File: config.mk
export PLATFORM = sky130hd
export DESIGN_NAME = prbs_line_tx_flat
export DESIGN_NICKNAME = d
export VERILOG_FILES = /design/src/rtl/prbs_line_pkg.sv /design/src/rtl/prbs_line_tx_if.sv /design/src/rtl/prbs_galois.sv /design/src/rtl/prbs_line_tx.sv /design/src/flat_wrapper.sv
export SDC_FILE = /design/constraint.sdc
export NUM_CORES = 1
export LEC_CHECK = 0
export ABC_AREA = 1
export BUFFER_PORTS_ARGS = -buffer_cell sky130_fd_sc_hd__buf_2
export CAP_MARGIN = 20
export CELL_PAD_IN_SITES_DETAIL_PLACEMENT = 1
export CELL_PAD_IN_SITES_GLOBAL_PLACEMENT = 1
export CORE_MARGIN = 2
export CORE_UTILIZATION = 45
export CTS_CLUSTER_SIZE = 14
export DETAILED_ROUTE_END_ITERATION = 8
export PLACE_DENSITY_LB_ADDON = 0.1
export SLEW_MARGIN = 10
export SYNTH_ARGS = -nofsm -noshare
export SYNTH_HDL_FRONTEND = slang
export SYNTH_SLANG_ARGS = --single-unit
File: constraint.sdc
create_clock -name clk -period 2.5 [get_ports clk]
set_input_delay 0.25 -clock clk [delete_from_list [all_inputs] [get_ports clk]]
set_output_delay 0.25 -clock clk [all_outputs]
set_load 0.02 [all_outputs]
File: src/rtl/prbs_line_pkg.sv
// prbs_line_pkg: shared line-code encodings, stock primitive polynomials and
// the rate divider table helper for the PRBS line transmitter family.
package prbs_line_pkg;

  // Line code selection, as driven on the mode input.
  localparam logic [1:0] MODE_NRZ  = 2'd0;
  localparam logic [1:0] MODE_MAN  = 2'd1;
  localparam logic [1:0] MODE_DMAN = 2'd2;
  localparam logic [1:0] MODE_NRZI = 2'd3;

  // Primitive feedback polynomials, bit W included (33 bits so W=32 fits).
  localparam logic [32:0] MASK_W7  = 33'h0_0000_0089;  // x^7+x^3+1
  localparam logic [32:0] MASK_W8  = 33'h0_0000_011d;  // x^8+x^4+x^3+x^2+1
  localparam logic [32:0] MASK_W12 = 33'h0_0000_1053;  // x^12+x^6+x^4+x+1
  localparam logic [32:0] MASK_W15 = 33'h0_0000_c001;  // x^15+x^14+1

  // Clock cycles per symbol at rate step k: BASE_DIV/k rounded to nearest.
  function automatic int unsigned div_tab(input int unsigned base_div,
                                          input int unsigned k);
    return (base_div + k / 32'd2) / k;
  endfunction

endpackage

File: src/rtl/prbs_line_tx_if.sv
// prbs_line_tx_if: control inputs and line/strobe outputs of prbs_line_tx.
// Optional err_inj member exists only when PRBS_LINE_TX_ERR_INJECT_EN is defined.
interface prbs_line_tx_if;
  logic       run;
  logic       rate_up;
  logic       rate_dn;
  logic [1:0] mode;
`ifdef PRBS_LINE_TX_ERR_INJECT_EN
  logic       err_inj;
`endif
  logic [3:0] rate;
  logic       sym_en;
  logic       half_en;
  logic       bit_clk;
  logic       data_bit;
  logic       line_out;

  // Control side: drives run/rate/mode, observes the stream.
  modport master (
`ifdef PRBS_LINE_TX_ERR_INJECT_EN
    output err_inj,
`endif
    output run, rate_up, rate_dn, mode,
    input  rate, sym_en, half_en, bit_clk, data_bit, line_out
  );

  // Transmitter side.
  modport slave (
`ifdef PRBS_LINE_TX_ERR_INJECT_EN
    input  err_inj,
`endif
    input  run, rate_up, rate_dn, mode,
    output rate, sym_en, half_en, bit_clk, data_bit, line_out
  );
endinterface

File: src/rtl/prbs_galois.sv
// prbs_galois: W-bit right-shifting Galois LFSR seeded with 1; steps on adv.
// MASK holds the full feedback polynomial including bit W.
module prbs_galois #(
  parameter int          W    = 8,
  parameter logic [32:0] MASK = 33'h0_0000_011d
) (
  input  logic         clk,
  input  logic         rst,
  input  logic         adv,
  output logic [W-1:0] lfsr
);

  localparam logic [W-1:0] TAPS = MASK[W:1];
  localparam logic [W-1:0] SEED = {{(W-1){1'b0}}, 1'b1};

  logic [W-1:0] r_lfsr;

  // Shift state one step per advance, folding the taps back in when bit 0 is set.
  always_ff @(posedge clk or posedge rst) begin
    if (rst) begin
      r_lfsr <= SEED;
    end else if (adv) begin
      r_lfsr <= (r_lfsr >> 1) ^ (r_lfsr[0] ? TAPS : {W{1'b0}});
    end else begin
      r_lfsr <= r_lfsr;
    end
  end

  assign lfsr = r_lfsr;

endmodule

File: src/rtl/prbs_line_tx.sv
// prbs_line_tx: PRBS test transmitter with selectable bit rate and line code
// (NRZ, Manchester, differential Manchester, NRZI).
// Optional build macro PRBS_LINE_TX_ERR_INJECT_EN adds single-bit error injection.
module prbs_line_tx
  import prbs_line_pkg::*;
#(
  parameter int          W        = 8,
  parameter logic [32:0] MASK     = 33'h0_0000_011d,
  parameter int          BASE_DIV = 10000,
  parameter int          RATE_MAX = 10,
  parameter int          DIV_W    = 14
) (
  input  logic          clk,
  input  logic          rst,
  prbs_line_tx_if.slave bus
);

  localparam logic [3:0]       RATE_TOP = 4'(RATE_MAX);
  localparam logic [DIV_W-1:0] ONE      = {{(DIV_W-1){1'b0}}, 1'b1};
  localparam logic [W-1:0]     TAP0     = {{(W-1){1'b0}}, 1'b1};

  // Divider table, indexed by rate; entries outside 1..RATE_MAX are unreachable.
  logic [DIV_W-1:0] w_div_tab [16];
  for (genvar k = 0; k < 16; k++) begin : g_tab
    if (k >= 1 && k <= RATE_MAX) begin : g_used
      localparam logic [DIV_W-1:0] DIV_K = DIV_W'(div_tab(BASE_DIV, k));
      assign w_div_tab[k] = DIV_K;
    end else begin : g_unused
      localparam logic [DIV_W-1:0] DIV_K = DIV_W'(BASE_DIV);
      assign w_div_tab[k] = DIV_K;
    end
  end

  logic [3:0]       r_rate;
  logic [DIV_W-1:0] r_div_act;
  logic [DIV_W-1:0] r_cnt;
  logic             r_bit_clk;
  logic             r_data_bit;
  logic             r_line;
  logic [1:0]       r_mode_act;

  logic             w_sym_en;
  logic             w_half_en;
  logic [W-1:0]     w_lfsr;
  logic             w_prbs_bit;
  logic             w_d;

  assign w_sym_en  = bus.run & (r_cnt == (r_div_act - ONE));
  assign w_half_en = bus.run & (r_cnt == ((r_div_act >> 1) - ONE));

  prbs_galois #(.W(W), .MASK(MASK)) u_lfsr (
    .clk  (clk),
    .rst  (rst),
    .adv  (w_sym_en),
    .lfsr (w_lfsr)
  );

  // Output tap of the generator is bit 0.
  assign w_prbs_bit = |(w_lfsr & TAP0);

`ifdef PRBS_LINE_TX_ERR_INJECT_EN
  logic r_err_armed;

  // Arm on a pulse, consume on the next symbol; pulses while armed are ignored.
  always_ff @(posedge clk or posedge rst) begin
    if (rst) begin
      r_err_armed <= 1'b0;
    end else if (w_sym_en && r_err_armed) begin
      r_err_armed <= 1'b0;
    end else if (bus.err_inj) begin
      r_err_armed <= 1'b1;
    end else begin
      r_err_armed <= r_err_armed;
    end
  end

  assign w_d = w_prbs_bit ^ r_err_armed;
`else
  assign w_d = w_prbs_bit;
`endif

  // Rate step: up/down with wrap-around, simultaneous pulses cancel.
  always_ff @(posedge clk or posedge rst) begin
    if (rst) begin
      r_rate <= 4'd1;
    end else if (bus.rate_up && !bus.rate_dn) begin
      r_rate <= (r_rate == RATE_TOP) ? 4'd1 : r_rate + 4'd1;
    end else if (bus.rate_dn && !bus.rate_up) begin
      r_rate <= (r_rate == 4'd1) ? RATE_TOP : r_rate - 4'd1;
    end else begin
      r_rate <= r_rate;
    end
  end

  // Symbol divider; the active divisor only reloads at a symbol boundary.
  always_ff @(posedge clk or posedge rst) begin
    if (rst) begin
      r_cnt     <= {DIV_W{1'b0}};
      r_div_act <= w_div_tab[1];
    end else if (!bus.run) begin
      r_cnt     <= {DIV_W{1'b0}};
      r_div_act <= r_div_act;
    end else if (w_sym_en) begin
      r_cnt     <= {DIV_W{1'b0}};
      r_div_act <= w_div_tab[r_rate];
    end else begin
      r_cnt     <= r_cnt + ONE;
      r_div_act <= r_div_act;
    end
  end

  // Bit clock: high for the first half of each symbol, low for the second.
  always_ff @(posedge clk or posedge rst) begin
    if (rst) begin
      r_bit_clk <= 1'b0;
    end else if (w_sym_en) begin
      r_bit_clk <= 1'b1;
    end else if (w_half_en) begin
      r_bit_clk <= 1'b0;
    end else begin
      r_bit_clk <= r_bit_clk;
    end
  end

  // Line coder: boundary action uses the freshly sampled mode, mid-symbol uses the latched one.
  always_ff @(posedge clk or posedge rst) begin
    if (rst) begin
      r_line     <= 1'b0;
      r_data_bit <= 1'b0;
      r_mode_act <= MODE_NRZ;
    end else if (w_sym_en) begin
      r_data_bit <= w_d;
      r_mode_act <= bus.mode;
      case (bus.mode)
        MODE_NRZ:  r_line <= w_d;
        MODE_MAN:  r_line <= w_d;
        MODE_DMAN: r_line <= w_d ? r_line : ~r_line;
        MODE_NRZI: r_line <= w_d ? ~r_line : r_line;
        default:   r_line <= r_line;
      endcase
    end else if (w_half_en) begin
      r_data_bit <= r_data_bit;
      r_mode_act <= r_mode_act;
      case (r_mode_act)
        MODE_MAN:  r_line <= ~r_line;
        MODE_DMAN: r_line <= ~r_line;
        default:   r_line <= r_line;
      endcase
    end else begin
      r_line     <= r_line;
      r_data_bit <= r_data_bit;
      r_mode_act <= r_mode_act;
    end
  end

  assign bus.rate     = r_rate;
  assign bus.sym_en   = w_sym_en;
  assign bus.half_en  = w_half_en;
  assign bus.bit_clk  = r_bit_clk;
  assign bus.data_bit = r_data_bit;
  assign bus.line_out = r_line;

endmodule

File: src/flat_wrapper.sv
// flat-port wrapper written by rule: the top's interface ports become plain ports
module prbs_line_tx_flat import prbs_line_pkg::*;
#(
  parameter int          W        = 8,
  parameter logic [32:0] MASK     = 33'h0_0000_011d,
  parameter int          BASE_DIV = 10000,
  parameter int          RATE_MAX = 10,
  parameter int          DIV_W    = 14
)
  (clk, rst, bus_run, bus_rate_up, bus_rate_dn, bus_mode, bus_rate, bus_sym_en, bus_half_en, bus_bit_clk, bus_data_bit, bus_line_out);
  prbs_line_tx_if bus_i ();
  input  logic clk;
  input  logic rst;
  input wire logic [$bits(bus_i.run)-1:0] bus_run;
  input wire logic [$bits(bus_i.rate_up)-1:0] bus_rate_up;
  input wire logic [$bits(bus_i.rate_dn)-1:0] bus_rate_dn;
  input wire logic [$bits(bus_i.mode)-1:0] bus_mode;
  output wire logic [$bits(bus_i.rate)-1:0] bus_rate;
  output wire logic [$bits(bus_i.sym_en)-1:0] bus_sym_en;
  output wire logic [$bits(bus_i.half_en)-1:0] bus_half_en;
  output wire logic [$bits(bus_i.bit_clk)-1:0] bus_bit_clk;
  output wire logic [$bits(bus_i.data_bit)-1:0] bus_data_bit;
  output wire logic [$bits(bus_i.line_out)-1:0] bus_line_out;
  assign bus_i.run = bus_run;
  assign bus_i.rate_up = bus_rate_up;
  assign bus_i.rate_dn = bus_rate_dn;
  assign bus_i.mode = bus_mode;
  assign bus_rate = bus_i.rate;
  assign bus_sym_en = bus_i.sym_en;
  assign bus_half_en = bus_i.half_en;
  assign bus_bit_clk = bus_i.bit_clk;
  assign bus_data_bit = bus_i.data_bit;
  assign bus_line_out = bus_i.line_out;
  prbs_line_tx #(.W(W), .MASK(MASK), .BASE_DIV(BASE_DIV), .RATE_MAX(RATE_MAX), .DIV_W(DIV_W)) u_core (.clk(clk), .rst(rst), .bus(bus_i));
endmodule
# Yosys cells after proc, flatten, opt, wreduce, memory -nomap -nowiden
# Memories as Yosys holds them, arrays and structs flattened. A register that Yosys moved wholly into a read port is not among the register bits.
# Index checks and enable logic that the tools add are counted.
# op_classes
addsub,5
n_eq_ne,11
n_mux,15
bitwise_logic,5
n_reduce_logical,12
# op_table
operator,n
14-bit equality test,2
14-bit 2-to-1 mux,2
4-bit 2-to-1 mux,4
14-bit by 1-bit adder with 14-bit output (second input constant),1
13-bit by 1-bit subtractor with 14-bit output (second input constant),1
14-bit by 1-bit subtractor with 14-bit output (second input constant),1
8-bit 2-to-1 mux,1
7-bit by 8-bit XOR with 8-bit output,1
1-bit 2-to-1 mux,7
2-bit equality test (second input constant),3
3-bit inequality test (second input constant),2
2-bit nonzero test,3
4-bit NOT with 5-bit output,1
4-bit by 1-bit adder with 4-bit output (second input constant),1
2-bit by 1-bit equality test with 1-bit output (second input constant),2
4-bit by 1-bit equality test with 1-bit output (second input constant),1
4-bit equality test (second input constant),1
4-bit AND reduction,1
2-bit OR reduction,2
4-bit by 1-bit subtractor with 4-bit output (second input constant),1
1-bit case mux with 3 select lines,1
1-bit bitwise AND,2
1-bit logical AND,2
1-bit zero test,2
3 further kinds,3
# word_totals
reg_bits,31
mem_bits_ro,224
input_bits,7
out_inout_bits,9
wordCells,56
mem_count,1
# memory_table
name,words,word_bits,read_ports,rd_ports_with_merged_regs,wr,line_no,text
(no name shown),16,14,1,1,0,prbs_line_tx.sv:105,r_div_act <= w_div_tab[r_rate];

# Depth between registers and ports, before layout
# logic_depth
depth_word,5
ltp_mapped,17
mapped_depth_nobuf,17

# Modules after synthesis
# From an unflattened synthesis, not the netlist that was laid out.
# unflattened
hier_cells,501
hier_area_um2,3413.3
# modules_own_cells
module,n_inst,cells_each,area_each_um2,seq_area_each_um2
prbs_line_tx,1,459,3067.9,933.4
prbs_galois,1,42,345.3,201.4

# Worst setup path after synthesis
# No wires, ideal clock.
# synth_path
kind,flip-flop to flip-flop
start,register u_core.r_div_act[2]
end,register u_core.r_div_act[0]
setup_ns,0.117
arrival_ns,1.877
required_time_ns,2.383
path_slack_ns,0.505
stages_incl_launch_ff,17
n_path_buf,1
synth_period_minus_slack_ns,1.995
path_cell_list,dfrtp_1 inv_1 ha_1 inv_2 nor2_2 nand2_1 nor2_4 nand3b_1 nand2_1 inv_1 nor2_4 nand3_4 inv_4 buf_6 nand3_1 o21ai_1 inv_1
# synth_via
elab_chain_cells,4
# synth_rtl
element,line_no,text
from (decl),prbs_line_tx.sv:35,logic [DIV_W-1:0] r_div_act;
14-bit by 1-bit subtractor with 14-bit output,prbs_line_tx.sv:48,assign w_sym_en = bus.run & (r_cnt == (r_div_act - ONE));
14-bit equality test,prbs_line_tx.sv:48,
1-bit bitwise AND,prbs_line_tx.sv:48,
2-bit AND reduction (no source line),n/a,
# No other way between the ends.
# A chain may end at the register's enable or synchronous reset.

# Worst setup path after layout
# layout_path
start,register u_core.r_div_act[1]
end,output bus_sym_en
# layout_via
elab_chain_cells,3
# layout_rtl
element,line_no,text
14-bit by 1-bit subtractor with 14-bit output,prbs_line_tx.sv:48,
14-bit equality test,prbs_line_tx.sv:48,
1-bit bitwise AND,prbs_line_tx.sv:48,
to (decl),flat_wrapper.sv:19,output wire logic [$bits(bus_i.sym_en)-1:0] bus_sym_en;
# No other way between the ends.

==> metrics.cfg <==
[route]
drc=0
totalWireLength_um=10600
num_vias=3355
avgRoutedWirePerCell_um=16.4
antenna_left=0
drt_iter0_drc=134
drt-vias-per-instance=5.17
dr.pass1.iters=4

[floorplanning]
core_region_area_sq_mm=0.00733
die_w_um=91.6
die_area_sq_mm=0.00838
io_pins=16
initial_core_util_pct=47.1
die_h_um=91.6
rows=31

[synth]
yosysWarnings=0
syn-mean-instance-area_sq_um=6.60
yosys.area.top_type_share_pct=26.8
synth_area_leader_cell=dfrtp_1
ys_types=37
netlist_area_sq_mm=0.00345
syn_nets=541
seq_area_frac_synth_pct=32.2
synthTopCellsByArea=dfrtp_1 (27%), nand2_1 (19%), inv_1 (8.1%), nor2_1 (5.7%), dfstp_2 (5.3%)
synthCells=523
ys_seq_elements=44

[setup_path]
end_kind=primary output
crit_path_max_fanout=4
path_buf_inv=5
crit-reg2reg-launch=u_core.r_div_act[1]
cp_slowest_stage_delay_ns=0.41
r2r_end=u_core.r_div_act[1]
critical_path_class=reg -> out
critPathSlowestCell=dfrtp_1
worstPathCellList=inv_2 -> ha_4 -> nand2_1 -> inv_1 -> nor2_2 -> inv_1 -> nor2_1 -> nand2_1 -> nor2_2 -> nand2_2 -> nor2_4 -> nand3_4 -> inv_8 -> buf_6
worstRegToRegCells=15
cp-start-kind=flip-flop
crit_family=simple AND/OR/NAND/NOR gates
cp.required_ns=2.25
cp.arrival_ns=2.29
r2r_slack_ns=0.03

[sta]
drv_slew=0
relSlewSlack_pct=62.3
setup_violations=1
period_needed_ns=2.54
grt_setup_unrepaired=yes
final-hold-violation-count=0
worstMarginPinSlew_ns=0.565
worst_slack_ns=-0.0369
skew_ns=0.00457
whs_ns=0.0737
fmax_mhz=394
finalCritPeriodShare_pct=101

[outcome]
violations=setup timing
status=finished with violations

[cells_and_area]
area_delta_synth_final_pct=14.6
design_area_sq_mm=0.00395
layout-drive-gt1-share_pct=17.1
num_antenna_cells=0
fillers=991
fin_nets=567

[pwr]
intPower_mw=1.24
p_switching_mw=0.746
clkPwrFrac_pct=29.0
p_per_area_mw_per_mm2=502
p_comb_share_pct=28.3
peakVddDrop_mv=0.652
p_sw_share_pct=37.6
power_leakage_nw=1.93
seqPwrFrac_pct=42.7

[global_routing]
grt_max_degree=45
grt_pass1_vias=3592
grt_pass1_wl_um=17400
gr-total-overflow=0
grt_use_total_pct=26.2
grt_antenna_before_repair=0

[clocking]
h-tree-depth=2
cts_tree=built
clockRootBuffer=clkbuf_8
clk_path_buf_depth=2
cts.clk_slew.worst_paths_ns=0.09
cts_buffers=5
cts_sinks=44
clock_latency_ns=0.30

[placed_design]
placed_area_sq_mm=0.00362
dp_hpwl_um=7840
gp_congestion=0.860
io_buffers=15

[worst_hold_path]
hp-class=in -> async

[flow_run]
drv_cap=0

-- worst min-delay path: stages --
cell and delay (ns):
buf_2 0.10, clkinv_1 0.03, buf_4 0.46
-- area by class of cell --
| cell class | count | area (sq um) | share of cell area [%] |
|---|---|---|---|
| clock inverter | 3 | 46.3 | 1.17 |
| sequential | 44 | 1110 | 28.1 |
| timing repair buffer | 34 | 246 | 6.24 |
| inverter | 79 | 304 | 7.69 |
| multi-input combinational | 384 | 2050 | 51.8 |
| clock buffer | 5 | 68.8 | 1.74 |
| timing repair inverter | 1 | 6.26 | 0.158 |
| tap | 99 | 124 | 3.13 |
-- Yosys cell counts, drive strengths merged --
| cell type | instances |
|---|---|
| nand4 | 6 |
| nor3b | 2 |
| inv | 79 |
| dfstp | 7 |
| nand3 | 35 |
| or2 | 2 |
| a22oi | 1 |
| a31oi | 1 |
| o21ai | 39 |
| xor2 | 15 |
| ha | 11 |
| dfrtp | 37 |
| buf | 11 |
| o21bai | 1 |
| nand3b | 4 |
| nor3 | 4 |
| nor2 | 65 |
| a311oi | 1 |
| o2111ai | 1 |
| xnor2 | 13 |
| clkbuf | 5 |
| a21oi | 9 |
| o22ai | 1 |
| nand2 | 173 |
-- sequential cells by signal, indices dropped and copies added, names as in the netlist --
signal,cells
u_core.bus.bit_clk,1
u_core.r_cnt,14
u_core.bus.rate,4
u_core.bus.data_bit,1
u_core.r_mode_act,2
u_core.bus.line_out,1
u_core.r_div_act,14
u_core.u_lfsr.lfsr,7
-- cells by family (layout without fill, tap and decap cells) --
family	after synthesis	in the layout	synth area share, %
and+or+nand+nor	291	291	36.9
buffers and inverters	95	122	11.6
AOI/OAI and AO/OA	54	54	8.27
DFF	44	44	32.2
xor gates and xnor gates	28	28	7.11
adders and majority gates	11	11	3.99
-- power by group through the flow --
| stage | Sequential [mW] | Combinational [mW] | Clock [mW] |
|---|---|---|---|
| final | 0.847 | 0.560 | 0.575 |
| after global routing | 0.859 | 0.656 | 0.614 |
| after CTS | 0.846 | 0.561 | 0.581 |
| after detailed placement | 0.859 | 0.556 | 0 |
| after global placement | 0.859 | 0.540 | 0 |
| after floorplan | 0.846 | 0.388 | 0 |
-- metal layers --
layer	up-vias	track usage [%]	share of wire, %
met1	1642	33.2	46
met4	0	5.93	1.6
li1	1667	-	-
met5	-	0	0
met3	14	2.07	1.7
met2	32	48.0	50
-- worst max path at each step --
stage / from / endpoint / slack (ns) / depth (start not counted)
6_report: u_core.r_div_act[1] / bus_sym_en / -0.04 / 14
5_1_grt: u_core.r_div_act[1] / bus_sym_en / -0.12 / 14
4_1_cts: u_core.r_div_act[1] / bus_sym_en / -0.004 / 14
3_5_place_dp: u_core.r_div_act[1] / u_core.r_cnt[4] / -0.12 / 16
3_3_place_gp: u_core.r_div_act[0] / u_core.r_cnt[4] / 0.11 / 16
2_1_floorplan: u_core.r_div_act[2] / u_core.r_div_act[0] / 0.51 / 16
-- per-stage QoR --
step           setup WS, ns  TNS [ns]  instances  util [%]  power (mW)
3_5_place_dp         -0.121    -0.663        631      49.4        1.42
4_1_cts            -0.00385  -0.00385        642      51.8        1.99
6_report            -0.0369   -0.0369        649      53.9        1.98
2_1_floorplan         0.505         0        523         -        1.23
5_1_grt              -0.119    -0.417        649      53.9        2.13
3_3_place_gp          0.114         0        631      49.4        1.40
-- placed cells by master, fill, tap and decap left out, types with 15 or more instances in the layout --
master	count
o21ai_0	23
xor2_1	15
nand3_1	31
nand2_1	164
o21ai_1	16
buf_4	17
dfrtp_1	37
inv_1	70
nor2_1	47
-- timing repair --
item                                    4_1_cts  5_1_grt
pin swaps                                     0       14
cloned                                        1        0
endpoints found under the setup margin       19       26
hold endpoints to repair                      0        0
hold buffers                                  0        0
setup buffers                                 2        7
gates resized for setup                      14       26
Note: power is estimated with default switching activity, not from simulation.
